File: src/rtl/apb_cmd_master.sv
// APB initiator: one valid/ready command becomes one APB transfer, and the result comes back on a valid/ready response.
// Define APB_MST_TIMEOUT_EN to abort ACCESS after TIMEOUT_CYC cycles in which the slave never asserts pready.
module apb_cmd_master #(
  parameter int ADDR_W      = 12,
  parameter int DATA_W      = 32,
  parameter int TIMEOUT_CYC = 16
) (
  input  logic                sys_clk,
  input  logic                sys_rst_n,
  input  logic                cmd_valid,
  output logic                cmd_ready,
  input  logic                cmd_write,
  input  logic [ADDR_W-1:0]   cmd_addr,
  input  logic [DATA_W-1:0]   cmd_wdata,
  input  logic [DATA_W/8-1:0] cmd_strb,
  output logic                rsp_valid,
  input  logic                rsp_ready,
  output logic [DATA_W-1:0]   rsp_rdata,
  output logic                rsp_err,
  output logic                m_psel,
  output logic                m_penable,
  output logic                m_pwrite,
  output logic [ADDR_W-1:0]   m_paddr,
  output logic [DATA_W-1:0]   m_pwdata,
  output logic [DATA_W/8-1:0] m_pstrb,
  input  logic                m_pready,
  input  logic                m_pslverr,
  input  logic [DATA_W-1:0]   m_prdata
);

  typedef enum logic [1:0] {IDLE, SETUP, ACCESS, RESP} state_t;
  state_t state;
  logic   tmo_hit;

  assign cmd_ready = (state == IDLE) & sys_rst_n;

`ifdef APB_MST_TIMEOUT_EN
  localparam int CW = $clog2(TIMEOUT_CYC + 1);
  logic [CW-1:0] tmo_cnt;

  // Abort on the TIMEOUT_CYC-th ACCESS cycle that still has no pready.
  assign tmo_hit = !m_pready && (tmo_cnt == CW'(TIMEOUT_CYC - 1));

  always_ff @(posedge sys_clk) begin
    if (!sys_rst_n)                        tmo_cnt <= '0;
    else if (state == SETUP)               tmo_cnt <= '0;
    else if (state == ACCESS && !m_pready) tmo_cnt <= tmo_cnt + CW'(1);
  end
`else
  // This term is always false, so the timeout path is removed from the logic.
  assign tmo_hit = (TIMEOUT_CYC < 0);
`endif

  always_ff @(posedge sys_clk) begin
    if (!sys_rst_n) begin
      state     <= IDLE;
      m_psel    <= 1'b0;
      m_penable <= 1'b0;
      m_pwrite  <= 1'b0;
      m_paddr   <= '0;
      m_pwdata  <= '0;
      m_pstrb   <= '0;
      rsp_valid <= 1'b0;
      rsp_rdata <= '0;
      rsp_err   <= 1'b0;
    end else begin
      case (state)
        IDLE: if (cmd_valid) begin
          state     <= SETUP;
          m_psel    <= 1'b1;
          m_penable <= 1'b0;
          m_pwrite  <= cmd_write;
          m_paddr   <= cmd_addr;
          m_pwdata  <= cmd_wdata;
          m_pstrb   <= cmd_write ? cmd_strb : '0;
        end
        SETUP: begin
          state     <= ACCESS;
          m_penable <= 1'b1;
        end
        ACCESS: if (m_pready || tmo_hit) begin
          state     <= RESP;
          m_psel    <= 1'b0;
          m_penable <= 1'b0;
          rsp_valid <= 1'b1;
          if (m_pready) begin
            rsp_err   <= m_pslverr;
            rsp_rdata <= (!m_pwrite && !m_pslverr) ? m_prdata : '0;
          end else begin
            rsp_err   <= 1'b1;
            rsp_rdata <= '0;
          end
        end
        RESP: if (rsp_ready) begin
          state     <= IDLE;
          rsp_valid <= 1'b0;
        end
        default: state <= IDLE;
      endcase
    end
  end

endmodule

File: config.mk
export PLATFORM = sky130hd
export DESIGN_NAME = apb_cmd_master
export DESIGN_NICKNAME = d
export VERILOG_FILES = /design/src/rtl/apb_cmd_master.sv
export SDC_FILE = /design/constraint.sdc
export NUM_CORES = 1
export LEC_CHECK = 0
export CAP_MARGIN = 20
export CORE_AREA = 2 2 134 71
export CTS_CLUSTER_SIZE = 12
export DETAILED_ROUTE_END_ITERATION = 8
export DIE_AREA = 0 0 136 73
export PLACE_DENSITY = 0.79
export REMOVE_ABC_BUFFERS = 1
export SLEW_MARGIN = 20
export SYNTH_ARGS = -nofsm -noshare
export SYNTH_HDL_FRONTEND = slang
export SYNTH_SLANG_ARGS = --single-unit
File: constraint.sdc
create_clock -name sys_clk -period 2 [get_ports sys_clk]
set_input_delay 0.3 -clock sys_clk [delete_from_list [all_inputs] [get_ports sys_clk]]
set_output_delay 0.3 -clock sys_clk [all_outputs]
set_load 0.02 [all_outputs]
==> results of run 1 <==
==> cells by family after synthesis <==
group / count (synthesis) / synth area share
AO/OA/AOI/OAI: 90 / 0.2148
multiplexers: 1 / 0.002923
flip-flops: 87 / 0.5086
adder cells (fa/ha/maj): 5 / 0.01827
buffers and inverters: 31 / 0.05772
AND/OR/NAND/NOR: 148 / 0.1977
==> cells in the final DEF, fill, tap and decap left out, types with 2 or more instances in the layout <==
cell type,Yosys,layout
a21boi_0,42,42
a21boi_2,10,10
a22oi_1,28,28
a22oi_2,4,4
and2_1,3,2
buf_12,0,3
buf_4,6,3
bufinv_16,0,2
clkbuf_16,0,9
clkdlybuf4s50_1,0,170
clkinv_2,0,2
clkinvlp_4,0,2
dfxtp_1,87,87
ha_1,5,5
inv_1,3,3
nand2_1,102,102
nand3_1,4,4
nor2b_1,34,34
==> metal layers <==
metal,vias to the layer above,GRT usage
met5,-,0
met4,0,0.03472
met3,5,0.08958
met2,91,0.2753
met1,1417,0.2445
li1,1533,-
==> power by group through the flow <==
stage | Combinational [W] | Sequential, W | Clock, W
2_1_floorplan | 0.000658 | 0.00242 | 0
3_3_place_gp | 0.00186 | 0.00214 | 0
3_5_place_dp | 0.00190 | 0.00216 | 0
4_1_cts | 0.00190 | 0.00212 | 0.00180
5_1_grt | 0.00205 | 0.00215 | 0.00188
6_report | 0.00188 | 0.00212 | 0.00175
==> final cells by class <==
cell class              count  area share
repair buffers            178      0.3267
flip-flops and latches     87      0.3165
multi-input cells         244      0.2701
clock buffers              10     0.04161
well taps                 121     0.02751
clock inverters             6     0.01546
inverters                   3    0.002046
==> metrics by stage <==
step / instances / power [W] / hold slack [ns] / utilization
after global placement: 633 / 0.004006 / 0.4492 / 0.5801
after floorplan: 334 / 0.003080 / 0.4282 / -
after detailed placement: 633 / 0.004058 / 0.4557 / 0.5801
after CTS: 649 / 0.005828 / 0.4644 / 0.6151
after global routing: 649 / 0.006081 / 0.4852 / 0.6151
final: 649 / 0.005758 / 0.4611 / 0.6151
==> Yosys cell counts <==
cell      number
nand3_1        4
mux2i_1        1
o311ai_1       1
o21bai_1       1
nand2_2        1
buf_4          6
o211ai_1       1
clkbuf_1      11
o211a_1        1
a21boi_0      42
buf_8          2
nand2_1      102
a21boi_2      10
and2_1         3
a22oi_1       28
o21ai_0        1
nor2b_1       34
nor3_2         1
and4bb_1       1
or3_1          1
o41ai_1        1
dfxtp_1       87
ha_1           5
clkbuf_2       1
buf_6          4
and2b_1        1
buf_2          4
a22oi_2        4
inv_1          3
==> worst max-delay path, cell delays in order, from the launching register on <==
cell	delay (ns)
dfxtp_1	0.41
inv_1	0.08
ha_1	0.28
and2_1	0.16
dlygate4sd2_1	0.31
==> repair_timing <==
action,CTS,global route
gates resized for setup,1,0
endpoints found under the setup margin,1,0
hold endpoints to repair,0,0
==> state kept, by name (all words and copies together), names as in the netlist, 2 cells and up <==
register,count
m_pstrb,4
m_pwdata,32
m_paddr,12
rsp_rdata,32
state,2
==> path summary, 6_finish.rpt <==
kind                startpoint      endpoint  depth (start not counted)
hold / removal    m_pwdata[31]  m_pwdata[31]                          2
hold reg to reg   m_pwdata[31]  m_pwdata[31]                          2
setup reg to reg      state[0]  rsp_rdata[2]                          6
setup / recovery      state[0]     cmd_ready                          4
==> impl_metrics.toml, run 1 <==
[outcome]
outcome = "completed"

[synthesis]
ys_top_cells_by_area = "dfxtp_1 (51%), nand2_1 (11%), a21boi_0 (9.2%), nor2b_1 (6.2%), a22oi_1 (6.1%)"
seq_area_frac_synth = 0.5086
yosysWarnings = 0
yosysTopAreaCellShare = 0.5086
synth_area_um2 = 3425
synth_cell_types = 29
synth_area_leader_cell = "dfxtp_1"
ys_ff_latch = 87
synth.avg_cell_area_um2 = 9.460
postSynthCellCount = 362

[global_route]
grt_max_degree = 90
grt_pass1_wl_um = 14520
grt_pass1_vias = 2956
grt_usage = 0.1845
overflow = 0
antenna_found_initial = 0

[pwr]
clkPwrFrac = 0.305
power.switching_w = 0.001813
power.density_nw_per_um2 = 1046
p_leak_nw = 1.959
p_int_w = 0.003945
combPwrFrac = 0.327
p_sw_frac = 0.3149
peakVddDrop_mv = 0.6415
power_frac_seq = 0.369

[placement]
portBuffers = 172
dpl_cell_area_um2 = 5190
dp_hpwl_um = 6543
dp_worst_setup_slack_ns = 0.2679
gp_congestion = 0.7142

[route]
wl_met2_um = 3849
vias = 3046
drc = 0
via_per_inst = 4.693
wirelength_met1_um = 4442
drtPass1Iterations = 4
wl_per_cell_um = 14.21
wl_met3_um = 883
totalWireLength_um = 9221
ant_nets = 0
dr.first_iter.drc_count = 158
highest_layer = "met4"

[die]
row_count = 25
start_util = 0.3828
die_x_um = 136
pin_count = 173
die_y_um = 73
core_um2 = 8946
dieArea_um2 = 9928

[timing]
fmax_mhz = 536.5
tightest_slew_ns = 0.7189
rsz0062_at_grt = "no"
final_critical_path_setup_slack_ns = 0.1360
period_share = 0.9320
hold_viol_final = 0
period_needed_ns = 1.864
fin_tns_setup_ns = 0
finalMaxSlewViolations = 0
setup_viol = 0
fin_skew_ns = 0.004741
maxSlewHeadroom = 0.5207

[final_layout]
area_growth_pct = 60.69
regArea_um2 = 1742
fin_nets = 615
multi_input_comb_area_um2 = 1486
antennaDiodeCount = 0
final_cell_area_um2 = 5503
drive_gt1_frac = 0.07386
nFillCells = 779

[critical_path]
critical_path.max_fanout = 6
crit_path_start_kind = "register"
required_ns = 1.70
r2r_slack_ns = 0.38
crit_arrival_ns = 1.56
end_kind = "primary output"
worst-setup-path-type = "register to primary output"

[cts]
clockBufferDepth = 2
cts_setup_buffers = 0
cts_buffers = 9
cts_tree = "done"
htreeDepth = 3
ctsHoldBuffers = 0
clkTransAtPathRegs_ns = 0.06
clock_sinks = 87
clk_latency_ns = 0.32
ctsRootBufferMaster = "clkbuf_16"

[job]
drv_cap = 0

[min_path]
hp-class = "register to register"
Note: power is estimated with default switching activity, not from simulation.
==> run 2: changes to the inputs <==
Settings changed: CTS_CLUSTER_DIAMETER from default to 150.
==> results of run 2 <==
The final DEF is identical to that of run 1; final timing and power are the same.
==> run 3: changes to the inputs <==
Settings changed: CORE_AREA 2 2 134 71 to 2 2 141 74, DIE_AREA 0 0 136 73 to 0 0 143 76, PLACE_DENSITY 0.79 to 0.76, REMOVE_ABC_BUFFERS 1 to default.
Clock period 2 ns to 1.6 ns, I/O delays scaled along.
==> run 3 against run 2 <==
Global-route usage decreased by 0.65 points; non-clock buffer count increased by 9; design area rose by 2.6%; sequential cell count unchanged; cell count increased by 4.3%; clock skew rose by 0.00056 ns; clock power increased by 21%; sequential power increased by 25%; die area up 9.5%; largest cell class unchanged; largest power group unchanged.
==> impl_metrics.toml, run 3 (synthesis gave the netlist of run 1 again) <==
[placement]
dp_hpwl_um = 6997
portBuffers = 172
gp_congestion = 0.7907
dp_worst_setup_slack_ns = -0.01117

[critical_path]
required_ns = 1.36
crit_chain = "clkdlybuf4s50_1"
r2r_slack_ns = 0.12
critical_path.max_fanout = 2
critPathBufInv = 1
cpPeakStageDelay_ns = 0.63
crit_arrival_ns = 1.30
cp_top_family = "buffers and inverters"
cpMaxStageDelayCell = "clkdlybuf4s50_1"
crit_path_start_kind = "register"
worst-setup-path-type = "register to primary output"
end_kind = "primary output"

[timing]
final_critical_path_setup_slack_ns = 0.05698
timing.hold.ws_ns = 0.4442
period_needed_ns = 1.543
rsz0062_at_grt = "no"
maxSlewHeadroom = 0.7976
fin_skew_ns = 0.005301
fmax_mhz = 648.1
finalMaxSlewViolations = 0
setup_viol = 0
hold_viol_final = 0
period_share = 0.9644
tightest_slew_ns = 0.3037

[cts]
ctsRootBufferMaster = "clkbuf_16"
ctsHoldBuffers = 0
clkTransAtPathRegs_ns = 0.06
cts_buffers = 9
clock_sinks = 87
cts_tree = "done"
htreeDepth = 3
clockBufferDepth = 2
clk_latency_ns = 0.33

[route]
vias = 3076
via_per_inst = 4.544
wl_per_cell_um = 14.28
totalWireLength_um = 9669
ant_nets = 0
drc = 0
drtPass1Iterations = 4
dr.first_iter.drc_count = 119

[synthesis]
synth_fp_nets = 454

[final_layout]
utilization = 0.5768
fin_nets = 624
antennaDiodeCount = 0
drive_gt1_frac = 0.09497
final_common_cell = "clkdlybuf4s50_1"
top_regs = "m_pwdata x32, rsp_rdata x32, m_paddr x12"
final_cell_mix = "clkdlybuf4s50_1 (167), nand2_1 (101), dfxtp_1 (87)"
area_growth_pct = 64.93
nFillCells = 836

[die]
die_y_um = 76
die_x_um = 143
row_count = 26
dieArea_um2 = 10870
start_util = 0.3497
pin_count = 173
core_um2 = 9792

[pwr]
peakVddDrop_mv = 0.6418
power.density_nw_per_um2 = 1300
p_leak_nw = 2.068

[global_route]
overflow = 0
grt_pass1_vias = 3062
grt_usage = 0.1780
antenna_found_initial = 0
grt_max_degree = 90
grt_pass1_wl_um = 15450

[outcome]
outcome = "completed"

[job]
drv_cap = 0

[min_path]
hp-class = "input pin to register"
## run 3: cell types whose count changed in the layout (fill, tap and decap cells not counted), moves of 2 or more
| cell | change |
|---|---|
| dlymetal6s2s_1 | +3 |
| buf_4 | +6 |
| clkinv_2 | -2 |
| clkbuf_8 | +2 |
| buf_12 | +2 |
| clkdlybuf4s50_1 | -3 |
## run 3: final cells by class
| cell class | instances | area (µm²) | share of cell area |
|---|---|---|---|
| tap | 140 | 175.2 | 0.03101 |
| clock buffer | 12 | 256.5 | 0.04541 |
| timing repair buffer | 187 | 1912 | 0.3385 |
| inverter | 3 | 11.26 | 0.001994 |
| clock inverter | 4 | 53.80 | 0.009526 |
| multi-input combinational | 244 | 1498 | 0.2652 |
| sequential | 87 | 1742 | 0.3084 |
## run 3: metal layers
layer	track usage	share of wire	vias up
li1	-	-	1545
met2	0.2785	0.44	100
met5	0	0	-
met1	0.2322	0.47	1419
met3	0.06411	0.070	12
met4	0.04950	0.015	0
## run 3: through the flow
| stage | power (W) | std cells | TNS, ns | area, µm² |
|---|---|---|---|---|
| CTS | 0.007362 | 676 | 0 | 5613 |
| global placement | 0.005127 | 660 | 0 | 5301 |
| detailed placement | 0.005205 | 660 | -0.01847 | 5301 |
| global route | 0.007762 | 677 | 0 | 5648 |
| floorplan | 0.004058 | 362 | 0 | 3425 |
| finish | 0.007344 | 677 | 0 | 5648 |
## run 3: timing repair
item	CTS	global route
resized for setup	3	8
setup buffers	0	0
setup endpoints to repair	1	38
gates cloned	0	1
## run 3: path summary, 6_finish.rpt
path	start	endpoint	cells past startpoint
worst max-delay path	rsp_rdata[31]	rsp_rdata[31]	1
worst min-delay path	sys_rst_n	state[0]	3
worst max register to register	state[1]	rsp_rdata[9]	6
worst min register to register	m_pwdata[11]	m_pwdata[11]	2
## run 3: worst min-delay path, delay by kind of cell
kind / cells / cell delay (ns)
buf+inv: 2 / 0.32
compound gates: 1 / 0.14
## run 3: power by group
group	total (W)	internal (W)	leakage, nW	switching (W)
combinational	0.00258	0.00124	1.21	0.00134
sequential	0.00264	0.00248	0.709	0.000165
clock	0.00212	0.00130	0.145	0.000825
total	0.00734	0.00501	2.07	0.00233
